<file path="src/rtl/memory_arbiter_if.sv">
// Bus bundle between the two requesters, the arbiter and the RAM data port.
// slave is the arbiter's view; master is the view of the requesters and the RAM.
interface memory_arbiter_if #(
   parameter int unsigned ADDR_WIDTH = 16,
   parameter int unsigned DATA_WIDTH = 16
);
   logic                  req_a;
   logic                  lock_a;
   logic                  we_a;
   logic [ADDR_WIDTH-1:0] addr_a;
   logic [DATA_WIDTH-1:0] wdata_a;
   logic                  gnt_a;
   logic                  rvalid_a;
   logic [DATA_WIDTH-1:0] rdata_a;

   logic                  req_b;
   logic                  lock_b;
   logic                  we_b;
   logic [ADDR_WIDTH-1:0] addr_b;
   logic [DATA_WIDTH-1:0] wdata_b;
   logic                  gnt_b;
   logic                  rvalid_b;
   logic [DATA_WIDTH-1:0] rdata_b;

   logic [ADDR_WIDTH-1:0] mem_address;
   logic                  mem_write_enable;
   logic [DATA_WIDTH-1:0] mem_data_in;
   logic [DATA_WIDTH-1:0] mem_data_out;

   modport slave (
      input  req_a, lock_a, we_a, addr_a, wdata_a,
      input  req_b, lock_b, we_b, addr_b, wdata_b,
      input  mem_data_out,
      output gnt_a, rvalid_a, rdata_a,
      output gnt_b, rvalid_b, rdata_b,
      output mem_address, mem_write_enable, mem_data_in
   );

   modport master (
      output req_a, lock_a, we_a, addr_a, wdata_a,
      output req_b, lock_b, we_b, addr_b, wdata_b,
      output mem_data_out,
      input  gnt_a, rvalid_a, rdata_a,
      input  gnt_b, rvalid_b, rdata_b,
      input  mem_address, mem_write_enable, mem_data_in
   );
endinterface

</file>
<file path="src/rtl/memory_arbiter.sv">
// Two-requester arbiter for the shared RAM data port, with ownership locking and a lock timeout.
// Define MEM_ARB_ROUND_ROBIN_EN to alternate priority after every IDLE grant.
module memory_arbiter #(
   parameter int unsigned ADDR_WIDTH = 16,
   parameter int unsigned DATA_WIDTH = 16,
   parameter int unsigned LOCK_MAX   = 16
) (
   input logic             clock_i,
   input logic             reset_ni,
   memory_arbiter_if.slave bus_io
);
   localparam int unsigned CntW = $clog2(LOCK_MAX);
   typedef logic [CntW-1:0] cnt_t;
   localparam cnt_t CntLast = cnt_t'(LOCK_MAX - 1);
   localparam logic PrioA = 1'b0;
   localparam logic PrioB = 1'b1;

   typedef enum logic [1:0] {StIdle, StOwnA, StOwnB} state_e;

   state_e state_q, state_d;
   logic   prio_q, prio_d;
   cnt_t   lock_cnt_q, lock_cnt_d, cnt_inc;
   logic   rvalid_a_q, rvalid_a_d;
   logic   rvalid_b_q, rvalid_b_d;
   logic   gnt_a, gnt_b;

   // Grant decision; held low while reset is asserted.
   always_comb begin
      gnt_a = 1'b0;
      gnt_b = 1'b0;
      case (state_q)
         StIdle: begin
            if (bus_io.req_a && (!bus_io.req_b || prio_q == PrioA)) begin
               gnt_a = 1'b1;
            end else if (bus_io.req_b) begin
               gnt_b = 1'b1;
            end
         end
         StOwnA:  gnt_a = bus_io.req_a;
         StOwnB:  gnt_b = bus_io.req_b;
         default: ;
      endcase
      if (!reset_ni) begin
         gnt_a = 1'b0;
         gnt_b = 1'b0;
      end
   end

   always_comb begin
      state_d    = state_q;
      prio_d     = prio_q;
      lock_cnt_d = lock_cnt_q;
      cnt_inc    = (lock_cnt_q == CntLast) ? lock_cnt_q : lock_cnt_q + cnt_t'(1);
      rvalid_a_d = gnt_a && !bus_io.we_a;
      rvalid_b_d = gnt_b && !bus_io.we_b;
      case (state_q)
         StIdle: begin
`ifdef MEM_ARB_ROUND_ROBIN_EN
            if (gnt_a) begin
               prio_d = PrioB;
            end else if (gnt_b) begin
               prio_d = PrioA;
            end
`else
            // A forced-release override lasts only for this one IDLE cycle.
            prio_d = PrioA;
`endif
            if (gnt_a && bus_io.lock_a) begin
               state_d    = StOwnA;
               lock_cnt_d = '0;
            end else if (gnt_b && bus_io.lock_b) begin
               state_d    = StOwnB;
               lock_cnt_d = '0;
            end
         end
         StOwnA: begin
            lock_cnt_d = cnt_inc;
            if (!bus_io.req_a) begin
               state_d = StIdle;
            end else if (cnt_inc == CntLast) begin
               state_d = StIdle;
               prio_d  = PrioB;
            end else if (!bus_io.lock_a) begin
               state_d = StIdle;
            end
         end
         StOwnB: begin
            lock_cnt_d = cnt_inc;
            if (!bus_io.req_b) begin
               state_d = StIdle;
            end else if (cnt_inc == CntLast) begin
               state_d = StIdle;
               prio_d  = PrioA;
            end else if (!bus_io.lock_b) begin
               state_d = StIdle;
            end
         end
         default: state_d = StIdle;
      endcase
   end

   always_comb begin
      bus_io.mem_address      = {ADDR_WIDTH{1'b0}};
      bus_io.mem_data_in      = {DATA_WIDTH{1'b0}};
      bus_io.mem_write_enable = 1'b0;
      if (gnt_a) begin
         bus_io.mem_address      = bus_io.addr_a;
         bus_io.mem_data_in      = bus_io.wdata_a;
         bus_io.mem_write_enable = bus_io.we_a;
      end else if (gnt_b) begin
         bus_io.mem_address      = bus_io.addr_b;
         bus_io.mem_data_in      = bus_io.wdata_b;
         bus_io.mem_write_enable = bus_io.we_b;
      end
   end

   always_ff @(posedge clock_i or negedge reset_ni) begin
      if (!reset_ni) begin
         state_q    <= StIdle;
         prio_q     <= PrioA;
         lock_cnt_q <= '0;
         rvalid_a_q <= 1'b0;
         rvalid_b_q <= 1'b0;
      end else begin
         state_q    <= state_d;
         prio_q     <= prio_d;
         lock_cnt_q <= lock_cnt_d;
         rvalid_a_q <= rvalid_a_d;
         rvalid_b_q <= rvalid_b_d;
      end
   end

   assign bus_io.gnt_a    = gnt_a;
   assign bus_io.gnt_b    = gnt_b;
   assign bus_io.rvalid_a = rvalid_a_q;
   assign bus_io.rvalid_b = rvalid_b_q;
   // The RAM's registered read already lines up with rvalid.
   assign bus_io.rdata_a  = bus_io.mem_data_out;
   assign bus_io.rdata_b  = bus_io.mem_data_out;
endmodule

</file>
<file path="src/flat_wrapper.sv">
// flat-port wrapper written by rule: the top's interface ports become plain ports
module memory_arbiter_flat 
#(
   parameter int unsigned ADDR_WIDTH = 16,
   parameter int unsigned DATA_WIDTH = 16,
   parameter int unsigned LOCK_MAX   = 16
)
  (clock_i, reset_ni, bus_io_req_a, bus_io_lock_a, bus_io_we_a, bus_io_addr_a, bus_io_wdata_a, bus_io_req_b, bus_io_lock_b, bus_io_we_b, bus_io_addr_b, bus_io_wdata_b, bus_io_mem_data_out, bus_io_gnt_a, bus_io_rvalid_a, bus_io_rdata_a, bus_io_gnt_b, bus_io_rvalid_b, bus_io_rdata_b, bus_io_mem_address, bus_io_mem_write_enable, bus_io_mem_data_in);
  memory_arbiter_if #(.ADDR_WIDTH(ADDR_WIDTH), .DATA_WIDTH(DATA_WIDTH)) bus_io_i ();
  input logic clock_i;
  input logic reset_ni;
  input wire logic [$bits(bus_io_i.req_a)-1:0] bus_io_req_a;
  input wire logic [$bits(bus_io_i.lock_a)-1:0] bus_io_lock_a;
  input wire logic [$bits(bus_io_i.we_a)-1:0] bus_io_we_a;
  input wire logic [$bits(bus_io_i.addr_a)-1:0] bus_io_addr_a;
  input wire logic [$bits(bus_io_i.wdata_a)-1:0] bus_io_wdata_a;
  input wire logic [$bits(bus_io_i.req_b)-1:0] bus_io_req_b;
  input wire logic [$bits(bus_io_i.lock_b)-1:0] bus_io_lock_b;
  input wire logic [$bits(bus_io_i.we_b)-1:0] bus_io_we_b;
  input wire logic [$bits(bus_io_i.addr_b)-1:0] bus_io_addr_b;
  input wire logic [$bits(bus_io_i.wdata_b)-1:0] bus_io_wdata_b;
  input wire logic [$bits(bus_io_i.mem_data_out)-1:0] bus_io_mem_data_out;
  output wire logic [$bits(bus_io_i.gnt_a)-1:0] bus_io_gnt_a;
  output wire logic [$bits(bus_io_i.rvalid_a)-1:0] bus_io_rvalid_a;
  output wire logic [$bits(bus_io_i.rdata_a)-1:0] bus_io_rdata_a;
  output wire logic [$bits(bus_io_i.gnt_b)-1:0] bus_io_gnt_b;
  output wire logic [$bits(bus_io_i.rvalid_b)-1:0] bus_io_rvalid_b;
  output wire logic [$bits(bus_io_i.rdata_b)-1:0] bus_io_rdata_b;
  output wire logic [$bits(bus_io_i.mem_address)-1:0] bus_io_mem_address;
  output wire logic [$bits(bus_io_i.mem_write_enable)-1:0] bus_io_mem_write_enable;
  output wire logic [$bits(bus_io_i.mem_data_in)-1:0] bus_io_mem_data_in;
  assign bus_io_i.req_a = bus_io_req_a;
  assign bus_io_i.lock_a = bus_io_lock_a;
  assign bus_io_i.we_a = bus_io_we_a;
  assign bus_io_i.addr_a = bus_io_addr_a;
  assign bus_io_i.wdata_a = bus_io_wdata_a;
  assign bus_io_i.req_b = bus_io_req_b;
  assign bus_io_i.lock_b = bus_io_lock_b;
  assign bus_io_i.we_b = bus_io_we_b;
  assign bus_io_i.addr_b = bus_io_addr_b;
  assign bus_io_i.wdata_b = bus_io_wdata_b;
  assign bus_io_i.mem_data_out = bus_io_mem_data_out;
  assign bus_io_gnt_a = bus_io_i.gnt_a;
  assign bus_io_rvalid_a = bus_io_i.rvalid_a;
  assign bus_io_rdata_a = bus_io_i.rdata_a;
  assign bus_io_gnt_b = bus_io_i.gnt_b;
  assign bus_io_rvalid_b = bus_io_i.rvalid_b;
  assign bus_io_rdata_b = bus_io_i.rdata_b;
  assign bus_io_mem_address = bus_io_i.mem_address;
  assign bus_io_mem_write_enable = bus_io_i.mem_write_enable;
  assign bus_io_mem_data_in = bus_io_i.mem_data_in;
  memory_arbiter #(.ADDR_WIDTH(ADDR_WIDTH), .DATA_WIDTH(DATA_WIDTH), .LOCK_MAX(LOCK_MAX)) u_core (.clock_i(clock_i), .reset_ni(reset_ni), .bus_io(bus_io_i));
endmodule
</file>
<file path="config.mk">
export PLATFORM = sky130hd
export DESIGN_NAME = memory_arbiter_flat
export DESIGN_NICKNAME = d
export VERILOG_FILES = /design/src/rtl/memory_arbiter_if.sv /design/src/rtl/memory_arbiter.sv /design/src/flat_wrapper.sv
export SDC_FILE = /design/constraint.sdc
export NUM_CORES = 1
export LEC_CHECK = 0
export CAP_MARGIN = 20
export CORE_UTILIZATION = 28
export CTS_CLUSTER_SIZE = 16
export DETAILED_ROUTE_END_ITERATION = 8
export HOLD_SLACK_MARGIN = 0.06
export PLACE_DENSITY = 0.89
export SLEW_MARGIN = 30
export SYNTH_ARGS = -nofsm -noshare
export SYNTH_HDL_FRONTEND = slang
export SYNTH_SLANG_ARGS = --single-unit
</file>
<file path="constraint.sdc">
create_clock -name clock_i -period 2.7 [get_ports clock_i]
set_input_delay 0.81 -clock clock_i [delete_from_list [all_inputs] [get_ports clock_i]]
set_output_delay 0.81 -clock clock_i [all_outputs]
set_load 0.005 [all_outputs]
</file>
==> summary.md <==
| Metric | Value |
|---|---|
| Top-level I/O count | 157 |
| Top-area cell type share of the netlist area | about a fifth |
| PortBufs | around 110 |
| Flop2flop setup slack | slightly above 800 ps |
| Cell row count | 25 |
| Die W | 71.9 microns |
| Layout cells sized above 1 | between 30% and 40% |
| Clk slew on worst S/H paths | about 50 ps |
| FILL cells | between 400 and 500 |
| Final period util | about 100% |
| Crit start category | register |
| Initial antenna violation count | 0 |
| Combinational power share | about three quarters |
| Pin count of the biggest net entering global routing | 22 |
| P&R area growth vs syn | 96.3% |
| Final hold vios | 0 |
| Psw | 0.576 mW |
| Fin Clk Skew | between 6 and 7 ps |
| Leakage power figure | between 1 and 1.5 nW |
| Total number of vias | 1,862 |
| Status | finished clean |
| N_diodes | 0 |
| PD cells | 546 nW/um^2 |
| Maximum fanout along the worst path | 10 |
| ANT nets after route | 0 |
| CP required | roughly 1900 ps |
| Critical path arrival | approximately 1900 ps |
| Cell variety after synth | 37 |
| Die Span Y | around 72 microns |
| Syn_area_per_cell | between 6 and 7 sq um |
| Wirelength per Cell | approximately 14 microns |
| Total gr overflow | 0 |
| Async SR Flop Fraction | between 90% and 100% |
| Highest Clock Rate | about 0.37 GHz |
| Sequential cell area | between 200 and 250 sq um |
| Hpwl dp | 3.74 mm |
| Class of the worst hold path | in2async |
| Clock sinks | 9 |
| Mapped Cells | between 200 and 250 |
| Syn Nets | a little over 300 |
| Ys flop type | dfrtp_1 |
| FF+latch count, synth | 9 |
| Post-synthesis cell area | around 1400 sq um |
| Top cells by area, synth | buf_4 (19%), nand2_1 (19%), dfrtp_1 (16%) |
| Dpl cells | roughly 360 |
| Total Power | 1.46 mW |
| Worst-skew pair later-pin latency | approximately 240 ps |
| Synth warn | 0 |
| Avg Vias per Cell | 4.85 |
| Min cycle time layout | approximately 2700 ps |
| First-pass GRT wire length | ~8 mm |
| Die area | 5160 sq um |
| Initial drt markers | ~90 |
| DRC errors left | 0 |
| Num CTS Buffers | 3 |
| Clk pwr share | 11.2% |
| Final-report setup violation count | 0 |
| Vias in the first global route | 1,751 |
| DRT Pass-1 Iters | 6 |
| Max Cap Viol | 0 |
| Cell accounting for the most synthesized area | buf_4 |
| Setup TNS | 0 ps |
| Worst R2R Path Depth | 8 |
| Post-synthesis sequential area ratio | 16.5% |
| Peak supply drop | roughly 0.23 mV |
| Crit path capture type | output port |
| Sequential power share | ~13% |
| Core area | 4720 sq um |
| Critical path class | reg2out |
| Placer Congestion | 0.851 |
| Switching part of the total | between 30% and 40% |
| GRT Overall Usage | a little under a fifth |
| Nets | around 400 |
| Final wirelength | around 5.5 mm |
| Number of synthesized flops with an enable pin | 0 |
| Clock tree buffer depth | 2 |
| Internal | about 0.89 mW |
| Area of the multi-input gates | between 900 and 1000 sq um |
| Max Transition Viols Final | 0 |
| Max-slew headroom at the worst pin | between 70% and 80% |
| CTS tree | built |
| H-tree levels | 1 |
| Hold_buf cts | 0 |
| Finished Layout Cells | 384 |
| Initial Util | between 20 and 30% |
| Worst slew pin tran | ~450 ps |
| CTS root buffer | clkbuf_8 |
==> power by group through the flow <==
| stage | registers [mW] | clock network, mW | logic, mW |
|---|---|---|---|
| after floorplan | 0.181 | 0 | 0.419 |
| after global placement | 0.181 | 0 | 0.847 |
| after detailed placement | 0.182 | 0 | 0.863 |
| after CTS | 0.182 | 0.168 | 1.03 |
| after global routing | 0.187 | 0.172 | 1.20 |
| final | 0.183 | 0.164 | 1.12 |
==> state kept, by name, summed over array words and instances, names as in the netlist <==
name	count
u_core.lock_cnt_q	4
u_core.bus_io.rvalid_a	1
u_core.prio_q	1
u_core.state_q	2
u_core.bus_io.rvalid_b	1
==> critical path, cell delays in order, from the launching register on <==
cell,delay [ps]
dfrtp_1,360
inv_2,80
ha_4,180
a21boi_2,160
o211a_4,260
buf_12,150
buf_12,140
o21ai_1,170
buf_2,140
==> cell type report <==
class | instances | area share (%)
Timing Repair Buffer | 145 | 50.0
Multi-Input combinational cell | 152 | 35.8
Sequential cell | 9 | 8.40
Tap cell | 67 | 3.13
Clock buffer | 4 | 1.68
Inverter | 7 | 0.979
==> stage by stage <==
| step | util [%] | instance area (sq um) | hold slack (ps) | worst slack (ps) |
|---|---|---|---|---|
| 4_1_cts | 55.4 | 2620 | 495 | -96.7 |
| 3_3_place_gp | 50.8 | 2400 | 562 | -836 |
| 2_1_floorplan | - | 1370 | 514 | 335 |
| 5_1_grt | 56.8 | 2680 | 502 | -51.1 |
| 3_5_place_dp | 50.8 | 2400 | 569 | -860 |
| 6_report | 56.8 | 2680 | 503 | 3.32 |
==> path summary, 6_finish.rpt <==
kind | start | end
setup / recovery | u_core.state_q[0] | bus_io_mem_address[10]
hold / removal | reset_ni | u_core.prio_q
setup reg to reg | u_core.state_q[1] | u_core.lock_cnt_q[3]
hold reg to reg | u_core.lock_cnt_q[1] | u_core.lock_cnt_q[1]
max in group asynchronous | reset_ni | u_core.lock_cnt_q[1]
min in group clock_i | u_core.lock_cnt_q[1] | u_core.lock_cnt_q[1]
==> synth_stat cells (all sizes together), types with 2 or more instances <==
cell      n
o21ai    40
nor2      3
clkbuf    2
inv       7
nand4bb   2
dfrtp     9
nor3      2
and3      2
buf      40
nor3b     2
a21oi     2
nand2    68
o211ai    3
ha        5
nor2b     2
a31oi     2
a22oi     2
nand3     5
==> cell families (layout without fill, tap and decap cells) <==
family	Yosys count	in the layout	share of synthesized area [%]
DFF	9	9	16.5
AOI/OAI and AO/OA	57	57	25.0
muxes	1	1	0.733
buffers and inverters	49	156	23.4
adders and majority gates	5	5	4.58
and+or+nand+nor	89	89	29.8
==> routing by layer <==
layer	up-vias	track usage [%]	share of wire, %
li1	895	-	-
met1	858	21.6	37
met2	101	35.7	55
met3	8	3.80	6.6
met4	0	6.32	1.3
met5	-	0	0
==> repair_timing <==
item / 4_1_cts / 5_1_grt
pin swaps: 5 / 8
gates cloned: 4 / 4
resized for setup: 178 / 38
endpoints found under the setup margin: 35 / 34
buffers inserted: 9 / 5
==> cells in the final DEF (no fill, tap or decap), drive strengths merged, types with 3 or more instances in the layout <==
cell type and count:
buf 68, clkbuf 9, clkdlybuf4s50 70, dfrtp 9, ha 5, inv 7
nand2 68, nand3 5, nor2 3, o211ai 3, o21ai 40
(Power assumes the default switching activity.)
